`src/rtl/mem_pkg.sv`:
```
// Shared types and constants for the simple-dual-port clearing RAM.
package mem_pkg;

    typedef enum logic {
        CLEAR = 1'b0,
        IDLE  = 1'b1
    } state_t;

    localparam int RDW_READ_FIRST    = 0;
    localparam int RDW_WRITE_THROUGH = 1;

endpackage

```
`src/rtl/ram_sdp_clr_if.sv`:
```
// Request/response bundle between a requester and ram_sdp_clr.
interface ram_sdp_clr_if #(
    parameter int DATA_W = 8,
    parameter int ADDR_W = 4
);
    logic              we;
    logic [ADDR_W-1:0] waddr;
    logic [DATA_W-1:0] wdata;
    logic              re;
    logic [ADDR_W-1:0] raddr;
    logic [DATA_W-1:0] rdata;
    logic              rvalid;
    logic              busy;
    logic              err;

    modport master (
        output we, waddr, wdata, re, raddr,
        input  rdata, rvalid, busy, err
    );

    modport slave (
        input  we, waddr, wdata, re, raddr,
        output rdata, rvalid, busy, err
    );
endinterface

```
`src/rtl/ram_sdp_core.sv`:
```
// Bare storage array: one write port, one registered read port with
// selectable same-address read-during-write behaviour.
module ram_sdp_core
    import mem_pkg::*;
#(
    parameter int DATA_W   = 8,
    parameter int ADDR_W   = 4,
    parameter int DEPTH    = 16,
    parameter int RDW_MODE = RDW_READ_FIRST
) (
    input  logic              i_clk,
    input  logic              i_rst,
    input  logic              i_we,
    input  logic [ADDR_W-1:0] i_waddr,
    input  logic [DATA_W-1:0] i_wdata,
    input  logic              i_re,
    input  logic              i_rzero,
    input  logic [ADDR_W-1:0] i_raddr,
    output logic [DATA_W-1:0] o_rdata
);

    logic [DATA_W-1:0] r_mem [DEPTH];
    logic [DATA_W-1:0] r_rdata;
    logic              w_bypass;

    assign w_bypass = (RDW_MODE == RDW_WRITE_THROUGH) && i_we && (i_waddr == i_raddr);

    // Storage has no reset; contents survive rst and are rewritten by the sweep.
    always_ff @(posedge i_clk) begin
        if (i_we) begin
            r_mem[i_waddr] <= i_wdata;
        end
    end

    always_ff @(posedge i_clk) begin
        if (i_rst) begin
            r_rdata <= '0;
        end else if (i_rzero) begin
            r_rdata <= '0;
        end else if (i_re) begin
            r_rdata <= w_bypass ? i_wdata : r_mem[i_raddr];
        end
    end

    assign o_rdata = r_rdata;

endmodule

```
`src/rtl/ram_sdp_clr.sv`:
```
// Simple-dual-port RAM with post-reset clear sweep, range checking and
// a one-cycle error pulse for rejected or out-of-range requests.
module ram_sdp_clr
    import mem_pkg::*;
#(
    parameter int                DATA_W   = 8,
    parameter int                ADDR_W   = 4,
    parameter int                DEPTH    = 16,
    parameter logic [DATA_W-1:0] INIT_VAL = '0,
    parameter int                RDW_MODE = RDW_READ_FIRST
) (
    input  logic          i_clk,
    input  logic          i_rst,
    ram_sdp_clr_if.slave  bus
);

    localparam logic [ADDR_W:0] LP_DEPTH = (ADDR_W+1)'(DEPTH);
    localparam logic [ADDR_W:0] LP_LAST  = (ADDR_W+1)'(DEPTH - 1);

    state_t          r_state, w_state_nx;
    logic [ADDR_W:0] r_cnt, w_cnt_nx;
    logic            r_rvalid;
    logic            r_err;

    logic              w_idle;
    logic              w_wr_in, w_rd_in;
    logic              w_wr_oor, w_rd_oor;
    logic              w_core_we;
    logic [ADDR_W-1:0] w_core_waddr;
    logic [DATA_W-1:0] w_core_wdata;
    logic              w_core_re;
    logic              w_core_rzero;

    assign w_idle   = (r_state == IDLE);
    assign w_wr_in  = ({1'b0, bus.waddr} < LP_DEPTH);
    assign w_rd_in  = ({1'b0, bus.raddr} < LP_DEPTH);
    assign w_wr_oor = bus.we && !w_wr_in;
    assign w_rd_oor = bus.re && !w_rd_in;

    always_comb begin
        w_state_nx = r_state;
        w_cnt_nx   = r_cnt;
        case (r_state)
            CLEAR: begin
                w_cnt_nx = r_cnt + 1'b1;
                if (r_cnt == LP_LAST) begin
                    w_state_nx = IDLE;
                end
            end
            IDLE: begin
                w_state_nx = IDLE;
            end
            default: begin
                w_state_nx = CLEAR;
                w_cnt_nx   = '0;
            end
        endcase
    end

    always_ff @(posedge i_clk) begin
        if (i_rst) begin
            r_state <= CLEAR;
            r_cnt   <= '0;
        end else begin
            r_state <= w_state_nx;
            r_cnt   <= w_cnt_nx;
        end
    end

    // Write port belongs to the sweep while clearing, to the user otherwise.
    always_comb begin
        w_core_we    = 1'b0;
        w_core_waddr = bus.waddr;
        w_core_wdata = bus.wdata;
        if (!i_rst) begin
            if (w_idle) begin
                w_core_we = bus.we && w_wr_in;
            end else begin
                w_core_we    = 1'b1;
                w_core_waddr = r_cnt[ADDR_W-1:0];
                w_core_wdata = INIT_VAL;
            end
        end
    end

    assign w_core_re    = w_idle && bus.re && w_rd_in;
    assign w_core_rzero = w_idle && w_rd_oor;

    always_ff @(posedge i_clk) begin
        if (i_rst) begin
            r_rvalid <= 1'b0;
            r_err    <= 1'b0;
        end else if (w_idle) begin
            r_rvalid <= bus.re;
            r_err    <= w_wr_oor || w_rd_oor;
        end else begin
            r_rvalid <= 1'b0;
            r_err    <= bus.we || bus.re;
        end
    end

    ram_sdp_core #(
        .DATA_W   (DATA_W),
        .ADDR_W   (ADDR_W),
        .DEPTH    (DEPTH),
        .RDW_MODE (RDW_MODE)
    ) u_core (
        .i_clk   (i_clk),
        .i_rst   (i_rst),
        .i_we    (w_core_we),
        .i_waddr (w_core_waddr),
        .i_wdata (w_core_wdata),
        .i_re    (w_core_re),
        .i_rzero (w_core_rzero),
        .i_raddr (bus.raddr),
        .o_rdata (bus.rdata)
    );

    assign bus.rvalid = r_rvalid;
    assign bus.busy   = (r_state == CLEAR);
    assign bus.err    = r_err;

endmodule

```
`src/flat_wrapper.sv`:
```
// flat-port wrapper written by rule: the top's interface ports become plain ports
module ram_sdp_clr_flat import mem_pkg::*;
#(
    parameter int                DATA_W   = 8,
    parameter int                ADDR_W   = 4,
    parameter int                DEPTH    = 16,
    parameter logic [DATA_W-1:0] INIT_VAL = '0,
    parameter int                RDW_MODE = RDW_READ_FIRST
)
  (i_clk, i_rst, bus_we, bus_waddr, bus_wdata, bus_re, bus_raddr, bus_rdata, bus_rvalid, bus_busy, bus_err);
  ram_sdp_clr_if #(.DATA_W(DATA_W), .ADDR_W(ADDR_W)) bus_i ();
  input  logic i_clk;
  input  logic i_rst;
  input wire logic [$bits(bus_i.we)-1:0] bus_we;
  input wire logic [$bits(bus_i.waddr)-1:0] bus_waddr;
  input wire logic [$bits(bus_i.wdata)-1:0] bus_wdata;
  input wire logic [$bits(bus_i.re)-1:0] bus_re;
  input wire logic [$bits(bus_i.raddr)-1:0] bus_raddr;
  output wire logic [$bits(bus_i.rdata)-1:0] bus_rdata;
  output wire logic [$bits(bus_i.rvalid)-1:0] bus_rvalid;
  output wire logic [$bits(bus_i.busy)-1:0] bus_busy;
  output wire logic [$bits(bus_i.err)-1:0] bus_err;
  assign bus_i.we = bus_we;
  assign bus_i.waddr = bus_waddr;
  assign bus_i.wdata = bus_wdata;
  assign bus_i.re = bus_re;
  assign bus_i.raddr = bus_raddr;
  assign bus_rdata = bus_i.rdata;
  assign bus_rvalid = bus_i.rvalid;
  assign bus_busy = bus_i.busy;
  assign bus_err = bus_i.err;
  ram_sdp_clr #(.DATA_W(DATA_W), .ADDR_W(ADDR_W), .DEPTH(DEPTH), .INIT_VAL(INIT_VAL), .RDW_MODE(RDW_MODE)) u_core (.i_clk(i_clk), .i_rst(i_rst), .bus(bus_i));
endmodule
```
`config.mk`:
```
export PLATFORM = sky130hd
export DESIGN_NAME = ram_sdp_clr_flat
export DESIGN_NICKNAME = d
export VERILOG_FILES = /design/src/rtl/mem_pkg.sv /design/src/rtl/ram_sdp_clr_if.sv /design/src/rtl/ram_sdp_core.sv /design/src/rtl/ram_sdp_clr.sv /design/src/flat_wrapper.sv
export SDC_FILE = /design/constraint.sdc
export NUM_CORES = 1
export LEC_CHECK = 0
export CELL_PAD_IN_SITES_DETAIL_PLACEMENT = 1
export CELL_PAD_IN_SITES_GLOBAL_PLACEMENT = 1
export CORE_MARGIN = 2
export CORE_UTILIZATION = 40
export DETAILED_ROUTE_END_ITERATION = 7
export PLACE_DENSITY = 0.6
export SETUP_SLACK_MARGIN = 0.4
export SLEW_MARGIN = 20
export SYNTH_ARGS = -nofsm -noshare
export SYNTH_HDL_FRONTEND = slang
export SYNTH_SLANG_ARGS = --single-unit
```
`constraint.sdc`:
```
create_clock -name i_clk -period 5.2 [get_ports i_clk]
set_clock_uncertainty 0.05 [all_clocks]
set_input_delay 1.56 -clock i_clk [delete_from_list [all_inputs] [get_ports i_clk]]
set_output_delay 1.56 -clock i_clk [all_outputs]
set_load 0.02 [all_outputs]
```
==> tab_implementation.tex <==
\begin{tabular}{lr}
\hline
Metric & Value \\
\hline
\multicolumn{2}{l}{\textbf{Synth}} \\
\quad Post-synth top area share & 0.673 \\
\quad Synth area leader & edfxtp\_1 \\
\quad Yosys warning count & 0 \\
\quad Synthesized instance count & 303 \\
\quad Flops \& latches, synth & 144 \\
\quad Cells taking the most area after synthesis & edfxtp\_1 67\%, mux4\_2 8.7\%, dfxtp\_1 5.6\% \\
\quad Post-Synthesis Cell Area & 5710 µm² \\
\quad Net count of the mapped netlist & 325 \\
\quad Fraction of the yosys area taken by sequential cells & 0.729 \\
\quad Synthesized area per cell & 18.8 µm² \\
\quad Count of unique library cells instantiated by Yosys & 38 \\
\multicolumn{2}{l}{\textbf{Worst setup path}} \\
\quad Delay of the slowest cell on the worst path & 0.75 ns \\
\quad Arrival time worst endpoint & 3.68 ns \\
\quad Buffer and inverter count on the worst path & 2 \\
\quad Worst r2r path cells & 5 \\
\quad Launching element type of the critical path & input port \\
\quad Setup crit end kind & flip-flop \\
\quad Total number of cells along the worst setup path & 6 \\
\quad Critical path's most frequent cell & nor2\_1 \\
\quad Startpoint of the most critical register-to-register path & u\_core.r\_state \\
\quad Largest driver fanout on the critical path & 19 \\
\quad Crit path cell chain & clkdlybuf4s50\_1 -> nor2\_1 -> buf\_4 -> mux2\_2 -> nand2\_1 -> nor2\_1 \\
\quad Worst endpoint required time & 5.19 ns \\
\quad Crit Path Class & input port to flip-flop \\
\quad CP Capture Point & u\_core.u\_core.r\_mem[9][4] \\
\quad Worst-case register-to-register setup slack & 2.72 ns \\
\quad Slowest cell on the critical path & nor2\_1 \\
\quad Category of cells accounting for the largest share of critical-path delay & simple AND/OR/NAND/NOR gates \\
\quad Setup crit start & i\_rst \\
\quad Endpoint of the worst-slack reg-to-reg timing path & u\_core.u\_core.r\_mem[9][4] \\
\multicolumn{2}{l}{\textbf{STA}} \\
\quad Pins Over Slew Limit & 0 \\
\quad Number of setup violations in the final report & 0 \\
\quad Final total negative setup slack & 0 ns \\
\quad RSZ-0062 raised after global routing & no \\
\quad Hold Violations, Final & 0 \\
\quad Remaining max-slew budget at the tightest pin & 0.271 \\
\quad Upper clock frequency limit & 271 MHz \\
\quad Post-layout minimum cycle time & 3.69 ns \\
\quad Transition at the pin with the smallest max-transition slack & 1.09 ns \\
\quad Final worst path period share & 0.710 \\
\multicolumn{2}{l}{\textbf{Clock tree}} \\
\quad Buffer levels on the longest clock path & 2 \\
\quad Post-CTS Resized & 0 \\
\quad TritonCTS Sinks & 144 \\
\quad Clock insertion delay at the later pin of the skew report & 0.42 ns \\
\quad H-tree levels & 4 \\
\quad Setup repair bufs after CTS & 0 \\
\quad Count of hold buffers inserted by post-cts repair & 0 \\
\quad Clock-pin transition on the worst setup and hold timing paths & 0.06 ns \\
\quad Inserted Clock Buffers & 17 \\
\quad CTS Root Buffer Type & clkbuf\_16 \\
\quad TritonCTS clock tree & built \\
\multicolumn{2}{l}{\textbf{Layout}} \\
\quad Most common library cell in the layout ignoring fill and taps & edfxtp\_1 \\
\quad Commonest cells after routing, fill and taps aside & 128 x edfxtp\_1, 29 x clkdlybuf4s50\_1, 27 x nor2\_1, 22 x mux4\_2, 17 x clkbuf\_16 \\
\quad Final design utilization & 0.483 \\
\quad Antenna diode instance count & 0 \\
\quad Share of final-layout standard cells stronger than drive strength 1 & 0.180 \\
\quad Layout overhead on the synthesized area & 17.9\% \\
\quad Number of nets in the layout & 370 \\
\multicolumn{2}{l}{\textbf{GRT}} \\
\quad GRT Overall Usage & 0.177 \\
\quad Total congestion overflow after global routing & 0 \\
\quad Pin count of the biggest net entering global routing & 27 \\
\quad Wire length of the first global-routing pass & 18500 µm \\
\quad Vias in the first global route & 3002 \\
\quad Antenna violations before repair & 0 \\
\multicolumn{2}{l}{\textbf{Job}} \\
\quad Max\_cap viols & 0 \\
\multicolumn{2}{l}{\textbf{Placement}} \\
\quad Sum of net half-perimeters after detailed placement & 7960 µm \\
\quad Placer congestion estimate & 0.733 \\
\quad Port Buffers & 30 \\
\multicolumn{2}{l}{\textbf{Power}} \\
\quad Maximum vdd drop & 0.218 mV \\
\quad Power per cell area & 372 nW/µm² \\
\quad P\_leak & 0.00223 µW \\
\multicolumn{2}{l}{\textbf{Drt}} \\
\quad Vias after detailed routing & 2878 \\
\quad DRC violation total after the first TritonRoute iteration & 175 \\
\quad Routed Antenna Nets & 0 \\
\quad Total routed wirelength & 12100 µm \\
\quad Vias per Instance & 5.32 \\
\quad Total iterations of the first detailed-routing run & 4 \\
\quad Average wire length per cell after detail routing & 22.4 µm \\
\quad DRC errors left & 0 \\
\multicolumn{2}{l}{\textbf{Floorplanning}} \\
\quad Total Die Area & 15200 µm² \\
\quad \# rows & 43 \\
\quad Number of top-level pins & 31 \\
\quad Die Width & 123 µm \\
\quad Placeable Area & 13900 µm² \\
\quad Initial Util & 0.410 \\
\quad Die Ht & 123 µm \\
\multicolumn{2}{l}{\textbf{Hold path}} \\
\quad Worst min path class & flip-flop to flip-flop \\
\multicolumn{2}{l}{\textbf{Outcome}} \\
\quad Result of the run & completed \\
\hline
\end{tabular}
[worst register-to-register path: cells and delay by family, from the launching register on]
kind          cells  cell delay [ns]
mux               1             0.25
simple gates      3             0.97
buf+inv           1             0.21
flops             1             0.62
[Yosys cell counts]
master / number
edfxtp_1: 128
a22oi_1: 7
nor2_1: 27
a221oi_1: 1
mux2_2: 9
and2_1: 2
nand3b_1: 2
ha_1: 2
buf_1: 2
nor2b_1: 9
o21ai_1: 6
nor3b_1: 2
nand2_1: 8
nand2b_1: 1
mux4_1: 8
o21a_1: 1
a31oi_1: 4
a21oi_1: 4
buf_12: 1
nand4bb_1: 1
inv_1: 4
mux2i_1: 13
buf_6: 1
o211ai_1: 1
dfxtp_1: 16
o21ai_0: 1
or3_1: 1
nor3_1: 1
and3_1: 1
clkbuf_1: 4
nand3_1: 2
buf_4: 5
or2_2: 1
mux4_2: 22
xor2_1: 2
and3b_1: 1
buf_2: 1
xnor2_1: 1
[layer usage]
metal / GRT usage / vias up / part of all wire
met2: 0.248 / 92 / 0.44
li1: - / 1299 / -
met5: 0 / - / 0
met1: 0.257 / 1465 / 0.49
met4: 0.0916 / 0 / 0.030
met3: 0.0434 / 22 / 0.047
[cell type report]
cell class | count | area, µm²
Sequential cell | 144 | 4160
Tap cell | 180 | 225
Timing Repair Buffer | 40 | 370
Clock buffer | 31 | 518
Clock inverter | 1 | 5.00
Fill cell | 1309 | 7200
Multi-Input combinational cell | 141 | 1440
Inverter | 4 | 15.0
[sequential cells by signal (all words and copies together), names as in the netlist]
signal                 flops
u_core.bus.err             1
u_core.bus.rvalid          1
u_core.r_cnt               5
u_core.r_state             1
u_core.u_core.o_rdata      8
u_core.u_core.r_mem      128
[per-stage QoR]
step	hold slack, ns	cells	area [µm²]	setup slack [ns]	total power, µW
after floorplan	0.404	303	5710	1.93	1390
after global placement	0.410	509	6210	1.11	1450
after detailed placement	0.408	509	6210	1.06	1450
after CTS	0.421	541	6730	1.49	2520
after global routing	0.464	541	6730	1.31	2590
final	0.423	541	6730	1.51	2500
[report_power, final]
group	internal, µW	switching, µW	leakage [µW]	total [µW]
Sequential	1280	6.82	0.00130	1290
Combinational	60.4	77.2	0.000676	138
Clock	660	419	0.000254	1080
Total	2000	503	0.00223	2500
[worst min-delay path by stage]
stage | startpoint | to | slack [ns] | cells past startpoint
after detailed placement | u_core.u_core.o_rdata[0] | u_core.u_core.o_rdata[0] | 0.41 | 2
after global placement | u_core.u_core.o_rdata[0] | u_core.u_core.o_rdata[0] | 0.41 | 2
final | u_core.u_core.o_rdata[0] | u_core.u_core.o_rdata[0] | 0.42 | 2
after global routing | u_core.u_core.o_rdata[0] | u_core.u_core.o_rdata[0] | 0.46 | 2
after floorplan | u_core.r_cnt[4] | u_core.r_cnt[4] | 0.40 | 2
after CTS | u_core.u_core.o_rdata[0] | u_core.u_core.o_rdata[0] | 0.42 | 2
[logic make-up (layout without fill, tap and decap cells)]
family	count (synthesis)	count (layout)	share of synthesized area
compound gates	25	25	0.0274
xor+xnor	3	3	0.00460
fa+ha+maj	2	2	0.00438
buf+inv	18	76	0.0195
flops	144	144	0.729
mux	52	52	0.164
simple gates	59	59	0.0508
No activity file was read; power rests on OpenSTA's default activity.
